$ cat config.mk
export PLATFORM = sky130hd
export DESIGN_NAME = hazard_stall_unit_flat
export DESIGN_NICKNAME = d
export VERILOG_FILES = /design/src/rtl/riscv_pkg.sv /design/src/rtl/hazard_stall_unit_if.sv /design/src/rtl/hazard_stall_unit_rs_usage_decode.sv /design/src/rtl/hazard_stall_unit.sv /design/src/flat_wrapper.sv
export SDC_FILE = /design/constraint.sdc
export NUM_CORES = 1
export LEC_CHECK = 0
export CAP_MARGIN = 25
export CORE_MARGIN = 3
export CORE_UTILIZATION = 33
export DETAILED_ROUTE_END_ITERATION = 8
export GPL_TIMING_DRIVEN = 0
export MAX_ROUTING_LAYER = met4
export PLACE_DENSITY = 0.83
export SLEW_MARGIN = 30
export SYNTH_ARGS = -nofsm -noshare
export SYNTH_HDL_FRONTEND = slang
export SYNTH_HIERARCHICAL = 1
export SYNTH_SLANG_ARGS = --single-unit
$ cat constraint.sdc
create_clock -name clk -period 2.2 [get_ports clk]
set_input_delay 0.44 -clock clk [delete_from_list [all_inputs] [get_ports clk]]
set_output_delay 0.44 -clock clk [all_outputs]
set_load 0.05 [all_outputs]
$ cat src/rtl/riscv_pkg.sv
// Shared RV32 definitions: major opcodes and the hazard-stall FSM state encoding.
package riscv_pkg;

  localparam logic [6:0] OP_LOAD   = 7'b0000011;
  localparam logic [6:0] OP_BRANCH = 7'b1100011;
  localparam logic [6:0] OP_JAL    = 7'b1101111;
  localparam logic [6:0] OP_JALR   = 7'b1100111;
  localparam logic [6:0] OP_LUI    = 7'b0110111;
  localparam logic [6:0] OP_AUIPC  = 7'b0010111;
  localparam logic [6:0] OP_RTYPE  = 7'b0110011;
  localparam logic [6:0] OP_ITYPE  = 7'b0010011;
  localparam logic [6:0] OP_STORE  = 7'b0100011;
  localparam logic [6:0] OP_AMO    = 7'b0101111;
  localparam logic [6:0] OP_SYSTEM = 7'b1110011;

  typedef enum logic [1:0] {
    IDLE = 2'd0,
    HOLD = 2'd1,
    COOL = 2'd2
  } hazard_state_t;

endpackage

$ cat src/rtl/hazard_stall_unit_if.sv
// ID/EX/MEM hazard inputs and the stall/bubble outputs of the hazard stall unit.
// No valid/ready handshake here: every signal is sampled each cycle as a level.
interface hazard_stall_unit_if #(
  parameter int REG_ADDR_W = 5,
  parameter int OPCODE_W   = 7
);
  logic [OPCODE_W-1:0]   opcode_id;
  logic [REG_ADDR_W-1:0] rs1_id;
  logic [REG_ADDR_W-1:0] rs2_id;
  logic [REG_ADDR_W-1:0] rd_ex;
  logic                  reg_write_ex;
  logic                  mem_read_ex;
  logic [REG_ADDR_W-1:0] rd_mem;
  logic                  mem_read_mem;
  logic                  stall;
  logic                  id_ex_flush;

  modport master (
    output opcode_id, rs1_id, rs2_id, rd_ex, reg_write_ex, mem_read_ex,
           rd_mem, mem_read_mem,
    input  stall, id_ex_flush
  );

  modport slave (
    input  opcode_id, rs1_id, rs2_id, rd_ex, reg_write_ex, mem_read_ex,
           rd_mem, mem_read_mem,
    output stall, id_ex_flush
  );
endinterface

$ cat src/rtl/hazard_stall_unit_rs_usage_decode.sv
// Opcode to source-register usage decode; shared with the forwarding unit.
module rs_usage_decode
  import riscv_pkg::*;
#(
  parameter int OPCODE_W = 7
) (
  input  logic [OPCODE_W-1:0] opcode_i,
  output logic                rs1_used_o,
  output logic                rs2_used_o
);

  // JALR is left out on purpose: its target gets the operand via EX forwarding.
  always_comb begin
    rs1_used_o = 1'b0;
    rs2_used_o = 1'b0;
    case (opcode_i)
      OP_RTYPE, OP_BRANCH, OP_STORE, OP_AMO: begin
        rs1_used_o = 1'b1;
        rs2_used_o = 1'b1;
      end
      OP_ITYPE, OP_LOAD: rs1_used_o = 1'b1;
      default: ;
    endcase
  end

endmodule

$ cat src/rtl/hazard_stall_unit.sv
// ID-stage stall / ID-EX bubble generator with bounded 1- or 2-cycle stall runs.
// Optional perf counters under `HAZARD_STALL_PERF_EN.
module hazard_stall_unit
  import riscv_pkg::*;
#(
  parameter int REG_ADDR_W = 5,
  parameter int OPCODE_W   = 7,
  parameter int MAX_STALL  = 2
) (
  input  logic                 clk,
  input  logic                 reset,
  hazard_stall_unit_if.slave   hz,
  output hazard_state_t        state_dbg_o
`ifdef HAZARD_STALL_PERF_EN
  ,
  output logic [31:0]          stall_cycles,
  output logic [15:0]          stall_h2_events
`endif
);

  if (MAX_STALL != 2) begin : g_max_stall_check
    $error("hazard_stall_unit only supports MAX_STALL == 2");
  end

  logic          rs1_used, rs2_used;
  logic          match_ex, match_mem, is_branch;
  logic          h1, h2, stall_c;
  hazard_state_t state_q, state_d;

  rs_usage_decode #(.OPCODE_W(OPCODE_W)) u_rs_usage_decode (
    .opcode_i   (hz.opcode_id),
    .rs1_used_o (rs1_used),
    .rs2_used_o (rs2_used)
  );

  function automatic logic rs_hit(input logic [REG_ADDR_W-1:0] rd,
                                  input logic [REG_ADDR_W-1:0] rs1,
                                  input logic [REG_ADDR_W-1:0] rs2,
                                  input logic u1, input logic u2);
    return (rd != '0) && ((u1 && rd == rs1) || (u2 && rd == rs2));
  endfunction

  assign match_ex  = hz.reg_write_ex &&
                     rs_hit(hz.rd_ex, hz.rs1_id, hz.rs2_id, rs1_used, rs2_used);
  assign match_mem = hz.mem_read_mem &&
                     rs_hit(hz.rd_mem, hz.rs1_id, hz.rs2_id, rs1_used, rs2_used);
  assign is_branch = (hz.opcode_id == OP_BRANCH);

  // Branch resolves in ID, so a load feeding it needs two bubbles; H2 wins over H1.
  assign h2 = is_branch && match_ex && hz.mem_read_ex;
  assign h1 = is_branch ? ((match_ex && !hz.mem_read_ex) || match_mem)
                        : (match_ex && hz.mem_read_ex);

  always_ff @(posedge clk) begin
    if (!reset) state_q <= IDLE;
    else        state_q <= state_d;
  end

  always_comb begin
    state_d = state_q;
    stall_c = 1'b0;
    case (state_q)
      IDLE: begin
        stall_c = h1 || h2;
        if (h2)      state_d = HOLD;
        else if (h1) state_d = COOL;
      end
      HOLD: begin
        stall_c = 1'b1;
        state_d = COOL;
      end
      COOL:    state_d = IDLE;
      default: state_d = IDLE;
    endcase
  end

  // Reset masks the output at once so an aborted HOLD leaves no residual stall.
  assign hz.stall       = reset && stall_c;
  assign hz.id_ex_flush = hz.stall;
  assign state_dbg_o    = state_q;

`ifdef HAZARD_STALL_PERF_EN
  logic [31:0] stall_cycles_q;
  logic [15:0] stall_h2_events_q;

  always_ff @(posedge clk) begin
    if (!reset) begin
      stall_cycles_q    <= '0;
      stall_h2_events_q <= '0;
    end else begin
      if (hz.stall) stall_cycles_q <= stall_cycles_q + 32'd1;
      if (state_q == IDLE && state_d == HOLD)
        stall_h2_events_q <= stall_h2_events_q + 16'd1;
    end
  end

  assign stall_cycles    = stall_cycles_q;
  assign stall_h2_events = stall_h2_events_q;
`endif

endmodule

$ cat src/flat_wrapper.sv
// flat-port wrapper written by rule: the top's interface ports become plain ports
module hazard_stall_unit_flat import riscv_pkg::*;
#(
  parameter int REG_ADDR_W = 5,
  parameter int OPCODE_W   = 7,
  parameter int MAX_STALL  = 2
)
  (clk, reset, state_dbg_o, hz_opcode_id, hz_rs1_id, hz_rs2_id, hz_rd_ex, hz_reg_write_ex, hz_mem_read_ex, hz_rd_mem, hz_mem_read_mem, hz_stall, hz_id_ex_flush);
  hazard_stall_unit_if #(.REG_ADDR_W(REG_ADDR_W), .OPCODE_W(OPCODE_W)) hz_i ();
  input  logic clk;
  input  logic reset;
  output hazard_state_t state_dbg_o;
  input wire logic [$bits(hz_i.opcode_id)-1:0] hz_opcode_id;
  input wire logic [$bits(hz_i.rs1_id)-1:0] hz_rs1_id;
  input wire logic [$bits(hz_i.rs2_id)-1:0] hz_rs2_id;
  input wire logic [$bits(hz_i.rd_ex)-1:0] hz_rd_ex;
  input wire logic [$bits(hz_i.reg_write_ex)-1:0] hz_reg_write_ex;
  input wire logic [$bits(hz_i.mem_read_ex)-1:0] hz_mem_read_ex;
  input wire logic [$bits(hz_i.rd_mem)-1:0] hz_rd_mem;
  input wire logic [$bits(hz_i.mem_read_mem)-1:0] hz_mem_read_mem;
  output wire logic [$bits(hz_i.stall)-1:0] hz_stall;
  output wire logic [$bits(hz_i.id_ex_flush)-1:0] hz_id_ex_flush;
  assign hz_i.opcode_id = hz_opcode_id;
  assign hz_i.rs1_id = hz_rs1_id;
  assign hz_i.rs2_id = hz_rs2_id;
  assign hz_i.rd_ex = hz_rd_ex;
  assign hz_i.reg_write_ex = hz_reg_write_ex;
  assign hz_i.mem_read_ex = hz_mem_read_ex;
  assign hz_i.rd_mem = hz_rd_mem;
  assign hz_i.mem_read_mem = hz_mem_read_mem;
  assign hz_stall = hz_i.stall;
  assign hz_id_ex_flush = hz_i.id_ex_flush;
  hazard_stall_unit #(.REG_ADDR_W(REG_ADDR_W), .OPCODE_W(OPCODE_W), .MAX_STALL(MAX_STALL)) u_core (.clk(clk), .reset(reset), .hz(hz_i), .state_dbg_o(state_dbg_o));
endmodule
# Word level (Yosys, flattened, before mapping)
# Cells that the tools add are included.
[op_classes] eq_ne=12 muxes=7 n_reduce_logical=23
[op_table] cell="== test 7 x 6 -> 1 bit (second input constant)" count=3
[op_table] cell="== test 5 bit" count=4
[op_table] cell="logical AND 1 bit" count=13
[op_table] cell="nonzero test 5 bit" count=2
[op_table] cell="== test 7 x 2 -> 1 bit (second input constant)" count=1
[op_table] cell="== test 7 x 5 -> 1 bit (second input constant)" count=1
[op_table] cell="== test 7 bit (second input constant)" count=1
[op_table] cell="OR reduction 6 bit" count=1
[op_table] cell="logical OR 1 bit" count=4
[op_table] cell="2-to-1 mux 2 bit" count=2
[op_table] cell="one-hot mux 2 bit (2 select lines)" count=1
[op_table] cell="OR reduction 4 bit" count=1
[op_table] cell="2-to-1 mux 1 bit" count=3
[op_table] cell="inequality test 3 x 1 -> 1 bit (second input constant)" count=1
[op_table] cell="== test 2 x 1 -> 1 bit (second input constant)" count=1
[op_table] cell="logical NOT 2 bit" count=1
[op_table] cell="one-hot mux 1 bit (2 select lines)" count=1
[op_table] cell="logical NOT 1 bit" count=1
[totals] register_bits=2 out_inout_bits=4 wordCells=43

# Logic depth before layout (Yosys ltp)
# Gate-level depths: netlist of run 1.
[logic_depth] word_depth=13 depth_mapped=8

# By module
# The synthesis of run 1 kept the hierarchy.
[modules_own_cells] module="hazard_stall_unit" n_inst=1 cells_each=48 area_each_um2=397.9 seq_area_each_um2=40.0
[modules_own_cells] module="rs_usage_decode" n_inst=1 cells_each=9 area_each_um2=82.6 seq_area_each_um2=0.0

# Worst setup path after synthesis of run 1
# Ideal clock, no wire load.
[synth_timing] path_type="input to output" startpoint="input hz_opcode_id[4]" endpoint="output hz_stall" arrival_ns=2.054 t_required_ns=1.760 slack_ns=-0.294 path_stages=8 n_path_buf=1 path_cell_list="nand2b_4 -> a211o_1 -> a21oi_2 -> nand2_1 -> o22ai_1 -> o2111ai_1 -> nand2_1 -> buf_4"
[synth_via] elab_chain_len=13 elab_cells_between_ends=29 classes_between="6 x eq/ne; 4 x mux; 19 x reduce/logical"
[synth_lines] item="start, declared" line="flat_wrapper.sv:13" rtl="input wire logic [$bits(hz_i.opcode_id)-1:0] hz_opcode_id;"
[synth_lines] item="== test 7 x 6 -> 1 bit (tied with other cells)" line="hazard_stall_unit_rs_usage_decode.sv:16" rtl="case (opcode_i)"
[synth_lines] item="OR reduction 6 bit (no source line) (*)"
[synth_lines] item="2-to-1 mux 1 bit (*)" line="hazard_stall_unit_rs_usage_decode.sv:16"
[synth_lines] item="named net u_core.rs1_used" line="hazard_stall_unit.sv:25" rtl="logic rs1_used, rs2_used;"
[synth_lines] item="logical AND 1 bit" line="hazard_stall_unit.sv:40" rtl="return (rd != '0) && ((u1 && rd == rs1) || (u2 && rd == rs2));"
[synth_lines] item="logical OR 1 bit" line="hazard_stall_unit.sv:40"
[synth_lines] item="logical AND 1 bit" line="hazard_stall_unit.sv:40"
[synth_lines] item="logical AND 1 bit" line="hazard_stall_unit.sv:43" rtl="assign match_ex = hz.reg_write_ex &&"
[synth_lines] item="logical AND 1 bit" line="hazard_stall_unit.sv:51" rtl="assign h1 = is_branch ? ((match_ex && !hz.mem_read_ex) || match_mem)"
[synth_lines] item="logical OR 1 bit" line="hazard_stall_unit.sv:51"
[synth_lines] item="2-to-1 mux 1 bit" line="hazard_stall_unit.sv:51"
[synth_lines] item="logical OR 1 bit (*)" line="hazard_stall_unit.sv:64" rtl="stall_c = h1 || h2;"
[synth_lines] item="one-hot mux 1 bit (2 select lines) (*)" line="hazard_stall_unit.sv:62" rtl="case (state_q)"
[synth_lines] item="logical AND 1 bit (*)" line="hazard_stall_unit.sv:78" rtl="assign hz.stall = reset && stall_c;"
[synth_lines] item="end, declared" line="flat_wrapper.sv:21" rtl="output wire logic [$bits(hz_i.stall)-1:0] hz_stall;"
# The timed path passes the listed nets; every way through them passes the cells marked *.

# Worst setup path after layout of run 1
[layout_timing] startpoint="input hz_rd_ex[2]" endpoint="output hz_stall"
[layout_via] elab_chain_len=11 elab_cells_between_ends=17 classes_between="2 x eq/ne; 2 x mux; 13 x reduce/logical"
[layout_lines] item="start, declared" line="flat_wrapper.sv:16" rtl="input wire logic [$bits(hz_i.rd_ex)-1:0] hz_rd_ex;"
[layout_lines] item="== test 5 bit" line="hazard_stall_unit.sv:40"
[layout_lines] item="logical AND 1 bit" line="hazard_stall_unit.sv:40"
[layout_lines] item="logical OR 1 bit" line="hazard_stall_unit.sv:40"
[layout_lines] item="logical AND 1 bit (*)" line="hazard_stall_unit.sv:40"
[layout_lines] item="logical AND 1 bit (*)" line="hazard_stall_unit.sv:43"
[layout_lines] item="logical AND 1 bit" line="hazard_stall_unit.sv:51"
[layout_lines] item="logical OR 1 bit" line="hazard_stall_unit.sv:51"
[layout_lines] item="2-to-1 mux 1 bit" line="hazard_stall_unit.sv:51"
[layout_lines] item="logical OR 1 bit (*)" line="hazard_stall_unit.sv:64"
[layout_lines] item="one-hot mux 1 bit (2 select lines) (*)" line="hazard_stall_unit.sv:62"
[layout_lines] item="logical AND 1 bit (*)" line="hazard_stall_unit.sv:78"
# Mark *: on every way between the ends. The rest lies on a longest branch, timed or not.

==> results_dict.tcl, run 1 <==
set metrics [dict create \
    grt_usage_pct 20.10 \
    combPwrFrac_pct 51.7 \
    antenna_found_initial 0 \
    drt_iter0_drc 10 \
    rr_worst_depth 5 \
    critPathKind "input port to primary output" \
    critPathMaxFanout 3 \
    fin_ws_ns -0.1166 \
    swShare_pct 29.90 \
    postCtsHoldBufs 0 \
    crit_path_end_kind "primary output" \
    pwr-share-clk_pct 33.0 \
    largest_reg_flops 2 \
    rsz0062_at_grt "yes" \
    p_leak_uw 0.0004100 \
    hold_class "register to register" \
    hold_path.startpoint "u_core/state_dbg_o[1]" \
    holdWs_ns 0.4555 \
    initial_core_util_pct 36.02 \
    drt_wl_total_um 1712 \
    maxSlewViolCount 0 \
    r2r_start "u_core/state_dbg_o[1]" \
    num_vias 631 \
    ios 36 \
    r2r_slack_ns 0.99 \
    hold_violations 0 \
    antenna_left 0 \
    dieArea_um2 1950 \
    start_kind "input port" \
    cts_buffer_depth 2 \
    wl_per_cell_um 14.15 \
    yosys_warnings 6 \
    powerDensity_nw_per_um2 239.4 \
    timing.final.crit_share_pct 105.3 \
    min_to "u_core/state_dbg_o[0]" \
    yosysSeqAreaShare_pct 8.333 \
    cts_buffers 3 \
    drt_pass1_iterations 4 \
    violations "negative setup slack" \
    syn2layout_area_growth_pct 107.3 \
    peakVddDrop_mv 0.2500 \
    worstHoldPathCells 1 \
    dp_slack_ns -1.193 \
    grt_pass1_wl_um 2780 \
    syn_area_um2 480.5 \
    synth_cell_type_count 28 \
    syn-mean-instance-area_um2 8.429 \
    drc 0 \
    drv_cap 0 \
    coreArea_um2 1334 \
    yosysTopAreaCell "xnor2_1" \
    rows 13 \
    post_drt_via_cell_ratio 5.215 \
    die_h_um 44.16 \
    h-tree-depth 1 \
    clkSinkCount 2 \
    p_switching_uw 71.30 \
    drive_gt1_share_pct 41.51 \
    path_clk_slew_ns 0.03 \
    r2r-end "u_core/state_dbg_o[1]" \
    grt_pass1_vias 656 \
    synth_top_cell_area_share_pct 21.87 \
    fillCellCount 114 \
    required_ns 1.76 \
    crit_top_cell "buf_8" \
    synth.top_cells.by_count "12 x xnor2_1, 8 x xor2_1, 6 x nand2_1, 3 x nor4_1" \
    gr-total-overflow 0 \
    port_buffers 35 \
    synth.net_count 89 \
    synth_edf_count 0 \
    fmax_mhz 431.7 \
    post-synth-top-count-cell "xnor2_1" \
    intPower_uw 167.1 \
    slew_headroom_pct 66.78 \
    tightest_slew_ns 0.4968 \
    ys_ff_latch 2 \
    ys_async_sr_fraction_pct 0 \
    period_needed_ns 2.317 \
    fin_nets 140 \
    cts-root-buf "clkbuf_4" \
    dieWidth_um 44.16 \
    crit_path_cell_trace "dlygate4sd2_1 -> or4_1 -> o21a_1 -> o2111ai_2 -> nand2_4 -> buf_8 -> buf_8" \
    hpwlAfterDp_um 1345 \
    synthFlopType "dfxtp_1" \
    slowest_stage "or4_1" \
    clock_latency_ns 0.22 \
    pwr-share-seq_pct 15.3 \
    worst_path_largest_cell_delay_ns 0.48 \
    tritoncts "yes" \
    synthTopCellsByArea "xnor2_1 22%, xor2_1 15%, dfxtp_1 8.3%" \
    status "finished with violations" \
    grt_max_degree 6 \
    synth_cells 57 \
    cp.arrival_ns 1.88 \
    routabilityCongestion 0.7552 \
    setup_viol 2 \
    fin_skew_ns 0.004356 \
    num_antenna_cells 0 \
]
## stage by stage
stage	TNS (ns)	cell area [um^2]	utilization [%]	power [uW]	cells
after global routing	-0.3686	996.0	74.67	257.1	121
after floorplan	0	508.0	-	81.11	57
final	-0.1725	996.0	74.67	238.4	121
after CTS	-0.1934	1003	75.23	240.4	122
after detailed placement	-2.416	877.1	65.76	160.4	107
after global placement	-2.357	877.1	65.76	159.1	107
## cell families after synthesis
logic type	synth area share, %
AOI/OAI and AO/OA	22.14
xor gates and xnor gates	36.46
DFF	8.334
buffers and inverters	2.344
and+or+nand+nor	30.73
## worst max path at each step
stage / start / endpoint / slack (ns)
after floorplan: hz_opcode_id[6] / hz_stall / 0.009
after global routing: hz_opcode_id[4] / hz_stall / -0.17
after global placement: hz_opcode_id[6] / hz_stall / -1.17
after CTS: hz_opcode_id[3] / hz_stall / -0.11
final: hz_rd_ex[2] / hz_stall / -0.12
after detailed placement: hz_opcode_id[6] / hz_stall / -1.19
## power by group through the flow
stage	Sequential [uW]	Combinational [uW]	Clock (uW)
final	36.6	123	78.7
after global routing	36.5	132	88.2
after CTS	36.6	122	82.0
after detailed placement	37.0	123	0
after global placement	37.0	122	0
after floorplan	37.1	44.0	0
## worst max-delay path: cells and delay by family
kind | cells | cell delay, ns
compound gates | 2 | 0.35
buf+inv | 3 | 0.53
simple gates | 2 | 0.56
## layout make-up
class                   count  area [um^2]  area share, %
inverters                   1        3.754         0.3769
plain buffers               1        15.01          1.508
repair buffers             46        412.9          41.46
well taps                  15        18.77          1.884
multi-input cells          53        483.0          48.49
clock buffers               3        22.52          2.261
flip-flops and latches      2        40.04          4.020
## layer usage
metal,track usage (%),wire length (um),up-vias,share of wire (%)
met5,-,0,-,0
met4,7.229,0,0,0
met3,4.065,117,0,6.8
met2,34.30,885,17,52
met1,23.00,709,293,41
li1,-,-,321,-
## what timing repair did
| action | in CTS | in global routing |
|---|---|---|
| pin swaps | 20 | 4 |
| resized for setup | 87 | 0 |
| setup buffers | 12 | 1 |
| cloned | 0 | 0 |
| endpoints found under the setup margin | 2 | 4 |
## cells in the final DEF, fill, tap and decap left out
master,n
dlygate4sd2_1,16
buf_4,12
xnor2_1,12
xor2_1,8
clkdlybuf4s50_1,6
nand2_1,5
buf_6,4
clkbuf_4,3
buf_2,3
buf_8,3
clkdlybuf4s15_2,2
nand4_1,2
o2111ai_2,2
nor4_2,2
dfxtp_1,2
and4bb_2,2
clkdlybuf4s15_1,1
nand4bb_1,1
nor3_2,1
inv_1,1
nor2_2,1
o22ai_2,1
or4_1,1
o21a_1,1
and2_4,1
a32oi_2,1
or4_4,1
a2bb2oi_2,1
nand2_4,1
nand2_2,1
nand3b_1,1
a2bb2oi_1,1
nor4_1,1
a211oi_1,1
o2111a_1,1
nand2b_4,1
a211o_1,1
a21oi_2,1
Power figures use the tool's default switching activity.
==> inputs of run 2 (changes only) <==
==> constraint.sdc (replaced) <==
create_clock -name clk -period 2.2 [get_ports clk]
set_input_delay 0.44 -clock clk [delete_from_list [all_inputs] [get_ports clk]]
set_output_delay 0.44 -clock clk [all_outputs]
set_load 0.005 [all_outputs]
==> results_dict.tcl, run 2 (synthesized netlist as in run 1, its figures left out) <==
set metrics [dict create \
    post-route-util_pct 70.45 \
    ios 36 \
    peakVddDrop_mv 0.2661 \
    drt_wl_total_um 1724 \
    mostFrequentLayoutCells "14 x dlygate4sd2_1, 12 x xnor2_1, 8 x xor2_1" \
    port_buffers 35 \
    grt_pass1_wl_um 2704 \
    fin_ws_ns -0.1134 \
    drv_cap 0 \
    clkSinkCount 2 \
    fmax_mhz 432.3 \
    dieWidth_um 44.16 \
    status "finished with violations" \
    syn2layout_area_growth_pct 95.57 \
    place_inst 107 \
    postCtsHoldBufs 0 \
    hold_class "register to register" \
    final_common_cell "dlygate4sd2_1" \
    start_kind "input port" \
    rsz0062_at_grt "yes" \
    cts-root-buf "clkbuf_4" \
    placed_area_um2 849.6 \
    routabilityCongestion 0.8450 \
    hpwlAfterDp_um 1294 \
    path_clk_slew_ns 0.03 \
    antenna_found_initial 0 \
    setup_viol 2 \
    multiInputGateArea_um2 484.2 \
    required_ns 1.76 \
    fillCellCount 117 \
    rows 13 \
    tritoncts "yes" \
    design_area_um2 939.7 \
    num_antenna_cells 0 \
    antenna_left 0 \
    clock_latency_ns 0.21 \
    h-tree-depth 1 \
    critPathKind "input port to primary output" \
    crit_path_end_kind "primary output" \
    largest_reg_flops 2 \
    powerDensity_nw_per_um2 248.3 \
    initial_core_util_pct 36.02 \
    dieArea_um2 1950 \
    grt_max_degree 6 \
    drt_pass1_iterations 4 \
    violations "negative setup slack" \
    drive_gt1_share_pct 38.61 \
    slew_headroom_pct 82.87 \
    critPathMaxFanout 5 \
    fin_skew_ns 0.003214 \
    cts_buffer_depth 2 \
    post_drt_via_cell_ratio 5.526 \
    maxSlewViolCount 0 \
    wl_per_cell_um 14.86 \
    gr-total-overflow 0 \
    coreArea_um2 1334 \
    cts_buffers 3 \
    drc 0 \
    drt_iter0_drc 3 \
    p_leak_uw 0.0003828 \
    timing.final.crit_share_pct 105.2 \
    grt_usage_pct 18.78 \
    seqCellArea_um2 40.04 \
    period_needed_ns 2.313 \
    final_cells 116 \
    fin_nets 135 \
    die_h_um 44.16 \
    cp.arrival_ns 1.87 \
    hold_violations 0 \
    num_vias 641 \
    grt_pass1_vias 692 \
    tightest_slew_ns 0.2548 \
]
==> run 2: cell types whose count changed in the layout (fill, tap and decap cells not counted) <==
cell	before	now
dlygate4sd2_1	16	14
nor3_4	0	1
clkdlybuf4s50_1	6	7
buf_4	12	6
clkdlybuf4s15_2	2	1
nand2_2	1	2
buf_2	3	6
clkdlybuf4s15_1	1	2
nand2_4	1	0
buf_6	4	5
buf_8	3	1
nor3_2	1	0
==> run 2: worst paths after layout <==
path | start | to | slack, ns | depth (start not counted)
worst min-delay path | u_core/state_dbg_o[1] | u_core/state_dbg_o[0] | 0.46 | 1
worst max-delay path | hz_opcode_id[3] | hz_stall | -0.11 | 9
worst max register to register | u_core/state_dbg_o[1] | u_core/state_dbg_o[1] | 0.96 | 5
worst min register to register | u_core/state_dbg_o[1] | u_core/state_dbg_o[0] | 0.46 | 1
==> run 2: final cells by class <==
type                       count  share of cell area [%]
multi-input combinational     53                   51.53
timing repair buffer          41                   38.22
sequential                     2                   4.261
clock buffer                   3                   2.397
tap                           15                   1.997
buffer                         1                   1.198
inverter                       1                  0.3995
==> run 2: critical path, stage by stage <==
cell,delay (ns)
buf_8,0.11
and4bb_2,0.22
o2111a_1,0.26
and2_4,0.16
a32oi_2,0.18
a2bb2oi_2,0.18
nand2_1,0.10
buf_6,0.13
buf_6,0.10
==> run 2: timing repair <==
item | 4_1_cts | 5_1_grt
endpoints found under the setup margin | 2 | 2
pin swaps | 20 | 3
buffers inserted | 5 | 1
resized for setup | 84 | 3
==> run 2: per-stage QoR <==
stage          total power, uW  TNS [ns]  hold slack [ns]  setup WS [ns]
2_1_floorplan            80.07         0           0.4451         0.1605
3_3_place_gp             157.4    -1.762           0.4319        -0.9184
3_5_place_dp             160.0    -1.910           0.4411        -0.9592
4_1_cts                  233.4  -0.08108           0.4637       -0.08108
5_1_grt                  249.4   -0.2335           0.4901        -0.1614
6_report                 233.3   -0.1370           0.4587        -0.1134
==> run 2: power by group <==
group / switching (uW) / internal, uW / total [uW] / leakage, uW
logic: 53.8 / 67.5 / 121 / 0.000353
clock network: 15.6 / 59.7 / 75.4 / 0.0000138
registers: 0.00867 / 36.6 / 36.6 / 0.0000161
==> run 2: per-layer routing <==
layer | global-route usage [%] | wire (um)
met1 | 17.56 | 594
met3 | 4.065 | 132
met5 | - | 0
met2 | 34.30 | 898
met4 | 11.45 | 98
==> inputs of run 3 (changes only) <==
--- a/config.mk
+++ b/config.mk
@@ -7,11 +7,12 @@
 export LEC_CHECK = 0
 export CAP_MARGIN = 25
 export CORE_MARGIN = 3
-export CORE_UTILIZATION = 33
+export CORE_UTILIZATION = 34
+export CTS_BUF_LIST = sky130_fd_sc_hd__clkbuf_4 sky130_fd_sc_hd__clkbuf_8
 export DETAILED_ROUTE_END_ITERATION = 8
 export GPL_TIMING_DRIVEN = 0
 export MAX_ROUTING_LAYER = met4
-export PLACE_DENSITY = 0.83
+export PLACE_DENSITY = 0.85
 export SLEW_MARGIN = 30
 export SYNTH_ARGS = -nofsm -noshare
 export SYNTH_HDL_FRONTEND = slang
==> results_dict.tcl, run 3 (synthesized netlist as in run 1, its figures left out) <==
set metrics [dict create \
    status "finished with violations" \
    violations "negative setup slack" \
    drc 0 \
    dieArea_um2 1900 \
    fin_ws_ns -0.06229 \
    dp_slack_ns -0.9427 \
    tightest_slew_ns 0.2810 \
    wl_per_cell_um 15.78 \
    swShare_pct 31.99 \
    h-tree-depth 1 \
    rows 12 \
    ios 36 \
    cts-root-buf "clkbuf_4" \
    grt_pass1_vias 675 \
    cts_buffer_depth 2 \
    place_inst 106 \
    hold_violations 0 \
    start_kind "input port" \
    slew_headroom_pct 81.09 \
    path_clk_slew_ns 0.03 \
    powerDensity_nw_per_um2 264.1 \
    postCtsHoldBufs 0 \
    antenna_found_initial 0 \
    cts_buffers 3 \
    combPwrFrac_pct 50.8 \
    cp.arrival_ns 1.82 \
    num_antenna_cells 0 \
    hold_class "register to register" \
    p_leak_uw 0.0003732 \
    pwr-share-seq_pct 15.0 \
    peakVddDrop_mv 0.2655 \
    maxSlewViolCount 0 \
    antenna_left 0 \
    final_common_cell "dlygate4sd2_1" \
    drv_cap 0 \
    drt_pass1_iterations 4 \
    drt_iter0_drc 14 \
    post-route-util_pct 76.03 \
    clkSinkCount 2 \
    timing.final.crit_share_pct 102.8 \
    intPower_uw 166.1 \
    dieWidth_um 43.59 \
    syn2layout_area_growth_pct 92.45 \
    drt_wl_total_um 1799 \
    critPathMaxFanout 5 \
    worst_path_largest_cell_delay_ns 0.24 \
    drive_gt1_share_pct 38.00 \
    die_h_um 43.59 \
    fin_setup_tns_ns -0.06229 \
    num_vias 631 \
    crit_path_cell_trace "buf_8 -> and4bb_2 -> o2111a_1 -> and2_4 -> a32oi_2 -> a2bb2oi_2 -> nand2_1 -> buf_4 -> buf_6" \
    grt_max_degree 6 \
    routabilityCongestion 0.7884 \
    critPathKind "input port to primary output" \
    setup_viol 1 \
    slowest_stage "o2111a_1" \
    required_ns 1.76 \
    initial_core_util_pct 39.51 \
    grt_usage_pct 22.20 \
    p_switching_uw 78.12 \
    pwr-share-clk_pct 34.2 \
    grt_pass1_wl_um 2973 \
    design_area_um2 924.6 \
    gr-total-overflow 0 \
    period_needed_ns 2.262 \
    hpwlAfterDp_um 1475 \
    largest_reg_flops 2 \
    rsz0062_at_grt "yes" \
    mostFrequentLayoutCells "15 x dlygate4sd2_1, 12 x xnor2_1, 7 x xor2_1" \
    coreArea_um2 1216 \
    final_cells 114 \
    post_drt_via_cell_ratio 5.535 \
    port_buffers 35 \
    tritoncts "yes" \
    fmax_mhz 442.0 \
    clock_latency_ns 0.23 \
    fin_skew_ns 0.0007370 \
    placed_area_um2 848.3 \
    fin_nets 134 \
    crit_path_end_kind "primary output" \
]
==> run 3: layout make-up <==
class | instances | area [um^2]
clock buffer | 3 | 22.52
multi-input combinational | 53 | 483.0
fill | 95 | 291.5
tap | 14 | 17.52
buffer | 1 | 7.507
sequential | 2 | 40.04
timing repair buffer | 40 | 350.3
inverter | 1 | 3.754
==> run 3: what timing repair did <==
action                                 in CTS  in global routing
pin swaps                                  20                  3
buffers inserted                            3                  2
resized for setup                          82                  3
endpoints found under the hold margin       0                  0
setup endpoints to repair                   2                  2
==> run 3: routing by layer <==
layer	global-route usage [%]	vias up	share of wire (%)
li1	-	305	-
met5	-	-	0
met3	3.734	8	3.8
met1	21.17	297	36
met2	40.41	21	56
met4	13.86	0	3.8
==> run 3: final timing paths <==
check | startpoint | endpoint | slack, ns | cells past startpoint
hold / removal | u_core/state_dbg_o[1] | u_core/state_dbg_o[0] | 0.49 | 1
hold reg to reg | u_core/state_dbg_o[1] | u_core/state_dbg_o[0] | 0.49 | 1
setup / recovery | hz_opcode_id[3] | hz_stall | -0.06 | 9
setup reg to reg | u_core/state_dbg_o[1] | u_core/state_dbg_o[1] | 1.12 | 4
==> run 3: stage by stage <==
step | hold WS, ns | total power (uW)
final | 0.4938 | 244.2
after global routing | 0.5214 | 263.0
after CTS | 0.4741 | 242.3
after detailed placement | 0.4425 | 161.4
after global placement | 0.4471 | 158.0
after floorplan | 0.4451 | 80.07
==> run 3: critical path, delay by kind of cell <==
kind / cells / cell delay, ns
simple gates: 3 / 0.43
compound gates: 3 / 0.60
buf+inv: 3 / 0.33
==> run 3: power by group through the flow <==
stage	Combinational [uW]	Sequential, uW	Clock, uW
6_report	124	36.6	83.5
5_1_grt	134	36.5	92.7
4_1_cts	120	36.6	86.2
3_5_place_dp	124	37.0	0
3_3_place_gp	121	37.0	0
2_1_floorplan	43.0	37.0	0
